===== config.mk =====
export PLATFORM = sky130hd
export DESIGN_NAME = display_timing_gen
export DESIGN_NICKNAME = d
export VERILOG_FILES = /design/src/rtl/display_pkg.sv /design/src/rtl/sig_delay.sv /design/src/rtl/display_timing_gen.sv
export SDC_FILE = /design/constraint.sdc
export NUM_CORES = 1
export LEC_CHECK = 0
export ABC_AREA = 1
export CAP_MARGIN = 30
export CORE_MARGIN = 5
export CORE_UTILIZATION = 48
export CTS_BUF_LIST = sky130_fd_sc_hd__clkbuf_4 sky130_fd_sc_hd__clkbuf_8 sky130_fd_sc_hd__clkbuf_16
export CTS_CLUSTER_SIZE = 25
export DETAILED_ROUTE_END_ITERATION = 8
export PLACE_DENSITY = 0.8
export SLEW_MARGIN = 20
export SYNTH_ARGS = -nofsm -noshare
export SYNTH_HDL_FRONTEND = slang
export SYNTH_SLANG_ARGS = --single-unit

===== constraint.sdc =====
create_clock -name clk_pix -period 2.07 [get_ports clk_pix]
set_input_delay 0.414 -clock clk_pix [delete_from_list [all_inputs] [get_ports clk_pix]]
set_output_delay 0.414 -clock clk_pix [all_outputs]
set_load 0.1 [all_outputs]

===== src/rtl/display_pkg.sv =====
// display_pkg: shared timing types, 720p defaults and blanking-limit helper
package display_pkg;
  typedef struct packed {
    int h_res;
    int h_fp;
    int h_sync;
    int h_bp;
    int v_res;
    int v_fp;
    int v_sync;
    int v_bp;
  } timing_t;
  typedef struct packed {
    int sta;
    int s_sta;
    int s_end;
    int a_end;
  } limits_t;
  localparam timing_t T720P = '{1280, 110, 40, 220, 720, 5, 5, 20};
  function automatic limits_t calc_limits(timing_t t, logic vert);
    limits_t l;
    int res = vert ? t.v_res : t.h_res;
    int fp = vert ? t.v_fp : t.h_fp;
    int sync = vert ? t.v_sync : t.h_sync;
    int bp = vert ? t.v_bp : t.h_bp;
    l.sta = -(fp + sync + bp);
    l.s_sta = l.sta + fp;
    l.s_end = l.s_sta + sync;
    l.a_end = res - 1;
    return l;
  endfunction
  function automatic logic fits16(limits_t l);
    return l.sta >= -32768 && l.a_end <= 32767 && l.sta <= l.s_sta && l.s_end <= 32767;
  endfunction
endpackage


===== src/rtl/sig_delay.sv =====
// sig_delay: synchronous-reset shift register with per-bit reset value
module sig_delay #(
  parameter int WIDTH = 1,
  parameter int DEPTH = 1,
  parameter logic [WIDTH-1:0] RST_VAL = '0
) (
  input  logic             clk,
  input  logic             rst,
  input  logic [WIDTH-1:0] i_d,
  output logic [WIDTH-1:0] o_q
);
  localparam int DW = DEPTH * WIDTH;
  logic [DW-1:0] pipe_q, pipe_d;
  always_comb pipe_d = DW'({pipe_q, i_d});
  always_ff @(posedge clk) pipe_q <= rst ? {DEPTH{RST_VAL}} : pipe_d;
  assign o_q = pipe_q[DW-1 -: WIDTH];
endmodule


===== src/rtl/display_timing_gen.sv =====
// display_timing_gen: signed-coordinate raster timing with painter-latency-matched tx stage
module display_timing_gen import display_pkg::*; #(
  parameter int H_RES     = T720P.h_res,
  parameter int V_RES     = T720P.v_res,
  parameter int H_FP      = T720P.h_fp,
  parameter int H_SYNC    = T720P.h_sync,
  parameter int H_BP      = T720P.h_bp,
  parameter int V_FP      = T720P.v_fp,
  parameter int V_SYNC    = T720P.v_sync,
  parameter int V_BP      = T720P.v_bp,
  parameter bit H_POL     = 1'b1,
  parameter bit V_POL     = 1'b1,
  parameter int PAINT_LAT = 0
) (
  input  logic               clk_pix,
  input  logic               rst_pix,
  output logic signed [15:0] o_sx,
  output logic signed [15:0] o_sy,
  output logic               o_hsync,
  output logic               o_vsync,
  output logic               o_de,
  output logic               o_frame,
  output logic               o_line,
  input  logic [7:0]         i_red,
  input  logic [7:0]         i_green,
  input  logic [7:0]         i_blue,
  output logic [7:0]         o_tx_red,
  output logic [7:0]         o_tx_green,
  output logic [7:0]         o_tx_blue,
  output logic               o_tx_hsync,
  output logic               o_tx_vsync,
  output logic               o_tx_de
);
  localparam timing_t TIM = '{H_RES, H_FP, H_SYNC, H_BP, V_RES, V_FP, V_SYNC, V_BP};
  localparam limits_t HL = calc_limits(TIM, 1'b0);
  localparam limits_t VL = calc_limits(TIM, 1'b1);
  localparam logic signed [15:0] H_STA  = 16'(HL.sta);
  localparam logic signed [15:0] HS_STA = 16'(HL.s_sta);
  localparam logic signed [15:0] HS_END = 16'(HL.s_end);
  localparam logic signed [15:0] HA_END = 16'(HL.a_end);
  localparam logic signed [15:0] V_STA  = 16'(VL.sta);
  localparam logic signed [15:0] VS_STA = 16'(VL.s_sta);
  localparam logic signed [15:0] VS_END = 16'(VL.s_end);
  localparam logic signed [15:0] VA_END = 16'(VL.a_end);
  localparam logic [2:0] SYNC_RST = {!H_POL, !V_POL, 1'b0};
  if (!fits16(HL) || !fits16(VL)) begin : g_range_err
    $error("display_timing_gen: timing limit outside 16-bit signed range");
  end
  if (PAINT_LAT < 0 || PAINT_LAT > 7) begin : g_lat_err
    $error("display_timing_gen: PAINT_LAT must be 0..7");
  end
  logic signed [15:0] sx_q, sx_d, sy_q, sy_d;
  logic hs_q, hs_d, vs_q, vs_d, de_q, de_d, line_q, line_d, frame_q, frame_d;
  logic [23:0] rgb_q, rgb_d;
  logic [2:0] tx_sync;
  // Strobes and syncs are decoded from the next coordinate so they register alongside it
  always_comb begin
    sx_d = (sx_q == HA_END) ? H_STA : sx_q + 16'sd1;
    sy_d = (sx_q != HA_END) ? sy_q : (sy_q == VA_END) ? V_STA : sy_q + 16'sd1;
    hs_d = (sx_d >= HS_STA && sx_d < HS_END) ? H_POL : !H_POL;
    vs_d = (sy_d >= VS_STA && sy_d < VS_END) ? V_POL : !V_POL;
    de_d = !sx_d[15] && !sy_d[15];
    line_d = sx_d == H_STA;
    frame_d = line_d && sy_d == V_STA;
    rgb_d = {i_red, i_green, i_blue};
  end
  always_ff @(posedge clk_pix) begin
    if (rst_pix) begin
      sx_q <= H_STA;
      sy_q <= V_STA;
      hs_q <= !H_POL;
      vs_q <= !V_POL;
      de_q <= 1'b0;
      line_q <= 1'b0;
      frame_q <= 1'b0;
      rgb_q <= '0;
    end else begin
      sx_q <= sx_d;
      sy_q <= sy_d;
      hs_q <= hs_d;
      vs_q <= vs_d;
      de_q <= de_d;
      line_q <= line_d;
      frame_q <= frame_d;
      rgb_q <= rgb_d;
    end
  end
  sig_delay #(.WIDTH(3), .DEPTH(PAINT_LAT + 1), .RST_VAL(SYNC_RST)) u_sync_dly (
    .clk(clk_pix),
    .rst(rst_pix),
    .i_d({hs_q, vs_q, de_q}),
    .o_q(tx_sync)
  );
  always_comb begin
    o_tx_red = tx_sync[0] ? rgb_q[23:16] : 8'd0;
    o_tx_green = tx_sync[0] ? rgb_q[15:8] : 8'd0;
    o_tx_blue = tx_sync[0] ? rgb_q[7:0] : 8'd0;
  end
  assign o_sx = sx_q;
  assign o_sy = sy_q;
  assign o_hsync = hs_q;
  assign o_vsync = vs_q;
  assign o_de = de_q;
  assign o_line = line_q;
  assign o_frame = frame_q;
  assign o_tx_hsync = tx_sync[2];
  assign o_tx_vsync = tx_sync[1];
  assign o_tx_de = tx_sync[0];
endmodule


---- Yosys cells after proc, flatten, opt, wreduce, memory -nomap -nowiden ----
Index checks and enable logic that the tools add are counted.
storage, ports and cells
  bits in registers ....................... 64
  bits of input ports ..................... 26
  word-level logic and storage cells ...... 34
cells by class
  add/subtract/negate cells ............... 2
  $lt $le $gt $ge ......................... 4
  equal/unequal tests ..................... 5
  muxes and demuxes ....................... 8
  reduce and logical (&&, ||, !) cells .... 6
operators by type and width
  kind                   number
  $mux 16                3
  $add 16x2->16 const B  2
  $mux 8                 3
  $eq 16x10->1 const B   1
  $eq 16x11->1 const B   1
  $eq 16x12->1 const B   1
  $eq 16x6->1 const B    1
  $ge 16x10->1 const B   1
  $ge 16x6->1 const B    1
  $lt 16x6->1 const B    1
  $lt 16x9->1 const B    1
  $ne 16x12->1 const B   1
  $logic_and 1x1->1      4
  $logic_not 1->1        2
  $mux 1                 2

---- Depth between registers and ports, before layout ----
  depth after elaboration ................. 6
  gate-level depth with buffers ........... 15

---- Cells and area by module ----
From an unflattened synthesis, not the netlist that was laid out.
unflattened totals
  cells, all modules ...................... 522
  area, all modules ....................... 3338.2 um2
modules (own cells, without submodules)
  module              times used  cells each  area each (um2)  sequential area each (um2)
  display_timing_gen  1           513         3255.6           1221.2
  sig_delay           1           9           82.6             60.1

---- Worst setup path after synthesis ----
OpenSTA, ideal clock, no wires.
  kind .................................... reg2reg
  start point ............................. register sy_q[0], in the netlist o_sy[0]
  end point ............................... register vs_q, in the netlist o_vsync
  setup time .............................. 110 ps
  arrival ................................. 2410 ps
  path slack .............................. -450 ps
  cell stages (with the launch flop) ...... 14
  buffers on the path ..................... 0
  period minus slack after synthesis ...... 2520 ps
  cells stage by stage .................... dfxtp_1 -> ha_1 -> nand3_1 -> inv_2 -> nand2_1 -> xor2_1 -> nand2_1 -> nand2_1 -> nor2_1 -> nand2_1 -> nand2_1 -> nand2_1 -> nand2_1 -> nor2_1
on the way
  word-level cells in the longest chain between the ends .. 6
ends and longest elaborated chain
  item                                                  RTL line                  source
  start, declared                                       display_timing_gen.sv:52  logic signed [15:0] sx_q, sx_d, sy_q, sy_d;
  start signal, assigned                                display_timing_gen.sv:79  sy_q <= sy_d;
  $add 16x2->16 / $eq 16x11->1 (equally long branches)  display_timing_gen.sv:59  sy_d = (sx_q != HA_END) ? sy_q : (sy_q == VA_END) ? V_STA : sy_q + 16'sd1;
  $mux 16                                               display_timing_gen.sv:59
  $mux 16 *                                             display_timing_gen.sv:59
  $ge 16x6->1 / $lt 16x6->1 (equally long branches)     display_timing_gen.sv:61  vs_d = (sy_d >= VS_STA && sy_d < VS_END) ? V_POL : !V_POL;
  $logic_and 1x1->1 *                                   display_timing_gen.sv:61
  $mux 1 *                                              display_timing_gen.sv:61
  end signal, assigned                                  display_timing_gen.sv:72  vs_q <= !V_POL;
  end signal, assigned                                  display_timing_gen.sv:81  vs_q <= vs_d;
  end, declared                                         display_timing_gen.sv:53  logic hs_q, hs_d, vs_q, vs_d, de_q, de_d, line_q, line_d, frame_q, frame_d;
Mark *: on every way between the ends. The rest lies on a longest branch, timed or not.
A chain may end at the register's enable or synchronous reset.

---- Worst setup path in the final report ----
  start point ............................. register sx_q[0], in the netlist o_sx[0]
  end point ............................... register vs_q, in the netlist o_vsync
on the way
  word-level cells in the longest chain between the ends .. 5
ends and longest elaborated chain
  item                                               RTL line                  source
  start, declared                                    display_timing_gen.sv:52
  start signal, assigned                             display_timing_gen.sv:69  sx_q <= H_STA;
  start signal, assigned                             display_timing_gen.sv:78  sx_q <= sx_d;
  $ne 16x12->1 *                                     display_timing_gen.sv:59
  $mux 16 *                                          display_timing_gen.sv:59
  $ge 16x6->1 / $lt 16x6->1 (equally long branches)  display_timing_gen.sv:61
  $logic_and 1x1->1 *                                display_timing_gen.sv:61
  $mux 1 *                                           display_timing_gen.sv:61
Marked as above.

==> results.sh <==
export IMPL_stdcell_area_mm2=0.00485
export IMPL_fp_dieW_um=93.2
export IMPL_final_common_cell="nand2_1"
export IMPL_yosysWarningCount=0
export IMPL_p_int_mw=1.94
export IMPL_track_usage_pct=21.8
export IMPL_p_seq_share_pct=48.7
export IMPL_crit_path_start_kind="flop"
export IMPL_fin_crit_sh_pct=93.5
export IMPL_ir_drop_uv=518
export IMPL_ant_nets=0
export IMPL_dp_cells=693
export IMPL_min_to="u_sync_dly.o_q[0]"
export IMPL_hp_class="reg -> reg"
export IMPL_drc=0
export IMPL_fin_nets=658
export IMPL_nFillCells=536
export IMPL_required_ps=2340
export IMPL_clock_sinks=64
export IMPL_p_clk_share_pct=39.6
export IMPL_hold_viol=0
export IMPL_setup_viol_count_final=0
export IMPL_yosysUniqueCellTypes=29
export IMPL_syn_instance_count=531
export IMPL_antenna_found_initial=0
export IMPL_status="completed"
export IMPL_finalCriticalPeriod_ps=1940
export IMPL_p_per_area_mw_per_mm2=548
export IMPL_start_util_pct=49.1
export IMPL_postPlaceCellArea_mm2=0.00455
export IMPL_clock_path_buffers=2
export IMPL_root_buffer="clkbuf_8"
export IMPL_tightest_slew_ps=468
export IMPL_grt_overflow=0
export IMPL_switching_share_pct=27.2
export IMPL_critPathMaxFanout=6
export IMPL_postRouteWirelength_mm=9.65
export IMPL_fin_skew_ps=11.4
export IMPL_cts_inserted_buffers=9
export IMPL_syn_area_per_cell_um2=6.25
export IMPL_reg2reg_to="o_vsync"
export IMPL_maxCapViolCount=0
export IMPL_p_leak_nw=2.44
export IMPL_area_growth_pct=46.2
export IMPL_syn_area_mm2=0.00332
export IMPL_final_cell_mix="nand2_1 (149), nor2_1 (96), inv_1 (77), buf_4 (47), dfxtp_1 (37)"
export IMPL_vias=3655
export IMPL_drt_wirelength_per_cell_um=13.5
export IMPL_utilization_pct=71.8
export IMPL_grt_pass1_vias=3294
export IMPL_drt_iter0_drc=274
export IMPL_grt_max_degree=28
export IMPL_io_pins=90
export IMPL_dieArea_mm2=0.00868
export IMPL_max_freq_mhz=517
export IMPL_syn_nets=559
export IMPL_layout_drive_gt1_share_pct=26.1
export IMPL_die_y_um=93.2
export IMPL_endpoint_kind="flop"
export IMPL_hold_depth=2
export IMPL_worstPathArrival_ps=2210
export IMPL_drt_pass1_iter_count=6
export IMPL_grt_pass1_wl_mm=15.1
export IMPL_portBuffers=89
export IMPL_ys_ff_latch=64
export IMPL_clk_latency_ps=340
export IMPL_min_from="o_de"
export IMPL_clk_pin_slew_ps=70
export IMPL_ys_seq_area_share_pct=38.6
export IMPL_maxSlewViolCount=0
export IMPL_comb_power_share_pct=11.7
export IMPL_core_area_mm2=0.00676
export IMPL_power_mw=2.66
export IMPL_fin_cells=715
export IMPL_r2r_start="o_sx[0]"
export IMPL_dp_final_hpwl_mm=6.98
export IMPL_p_sw_uw=723
export IMPL_h_tree_depth=3
export IMPL_cts_tree="done"
export IMPL_reg2reg_depth=14
export IMPL_diodes=0
export IMPL_row_count=30
export IMPL_gp_congestion=0.986
export IMPL_max_slew_margin_pct=68.6
export IMPL_viasPerCell=5.11
export IMPL_crit_type="reg -> reg"
export IMPL_rrSetupSlack_ps=130
-- routing by layer --
metal	up-vias	global-route usage [%]	part of all wire, %
li1	1802	-	-
met1	1631	28.6	43
met2	201	35.5	46
met3	21	4.18	8.7
met4	0	8.18	1.5
met5	-	0	0
-- Yosys cell counts (all sizes together) --
library cell | n | area [µm²]
inv | 102 | 383
nor2 | 101 | 405
nor3 | 6 | 30.0
nand4 | 22 | 138
buf | 6 | 46.3
and2 | 1 | 6.26
or2 | 6 | 37.5
xnor2 | 1 | 8.76
nand3 | 40 | 215
nand2 | 155 | 599
nand3b | 2 | 15.0
xor2 | 5 | 43.8
o21ai | 8 | 43.8
dfxtp | 64 | 1280
a21oi | 4 | 20.0
ha | 2 | 25.0
clkbuf | 6 | 22.5
-- critical path, stage by stage (launching register included) --
cell and delay, ps:
dfxtp_4 360, ha_2 220, nand3_4 120, inv_4 60
nand2_8 110, nor2_8 60, buf_4 140, buf_4 140
nand4_1 100, nand2_1 80, nor2_1 140, nand2_1 80
nor2_2 110, nand2_1 60, nor2_1 90
-- repair_timing --
action,4_1_cts,5_1_grt
hold buffers,0,0
endpoints found under the setup margin,0,4
setup buffers,0,3
resized for setup,0,14
-- through the flow --
| step | hold slack (ps) | worst slack (ps) | setup TNS (ps) |
|---|---|---|---|
| 2_1_floorplan | 521 | 1.86 | 0 |
| 4_1_cts | 421 | 5.56 | 0 |
| 3_3_place_gp | 402 | 161 | 0 |
| 5_1_grt | 442 | -18.1 | -22.5 |
| 6_report | 419 | 134 | 0 |
| 3_5_place_dp | 411 | 41.0 | 0 |
-- flip-flops by register name, indices dropped and copies added, names as in the netlist --
signal and flops:
rgb_q 24, o_hsync 1, o_line 1, o_de 1, o_sy 16, o_sx 16, o_vsync 1, u_sync_dly.o_q 3
o_frame 1
-- final cells by class --
class,count,area [µm²],area share (%)
clock inverter,6,58.8,1.21
sequential,64,1330,27.3
timing repair buffer,97,1100,22.7
clock buffer,10,131,2.71
tap,80,100,2.06
multi-input combinational,356,1670,34.4
inverter,102,465,9.59
-- power by group through the flow --
stage | registers (mW) | logic, mW | clock network [mW]
after global placement | 1.32 | 0.293 | 0
final | 1.30 | 0.312 | 1.05
after CTS | 1.29 | 0.302 | 1.08
after floorplan | 1.42 | 0.0991 | 0
after global routing | 1.30 | 0.336 | 1.14
after detailed placement | 1.32 | 0.299 | 0
-- kinds of logic after synthesis --
family          share of synthesized area, %
simple gates                            43.6
flops                                   38.6
xor+xnor                                1.58
fa+ha+maj                              0.753
buf+inv                                 13.6
compound gates                          1.92
-- how the worst max path moves through the flow --
stage	endpoint	from	slack (ps)	cells after the start
CTS	o_vsync	o_sx[0]	6	13
global placement	o_frame	o_sx[0]	160	13
floorplan	o_frame	o_sy[11]	2	12
finish	o_vsync	o_sx[0]	130	14
global route	o_frame	o_sx[0]	-20	14
detailed placement	o_vsync	o_sx[0]	40	13
(Power assumes the default switching activity.)
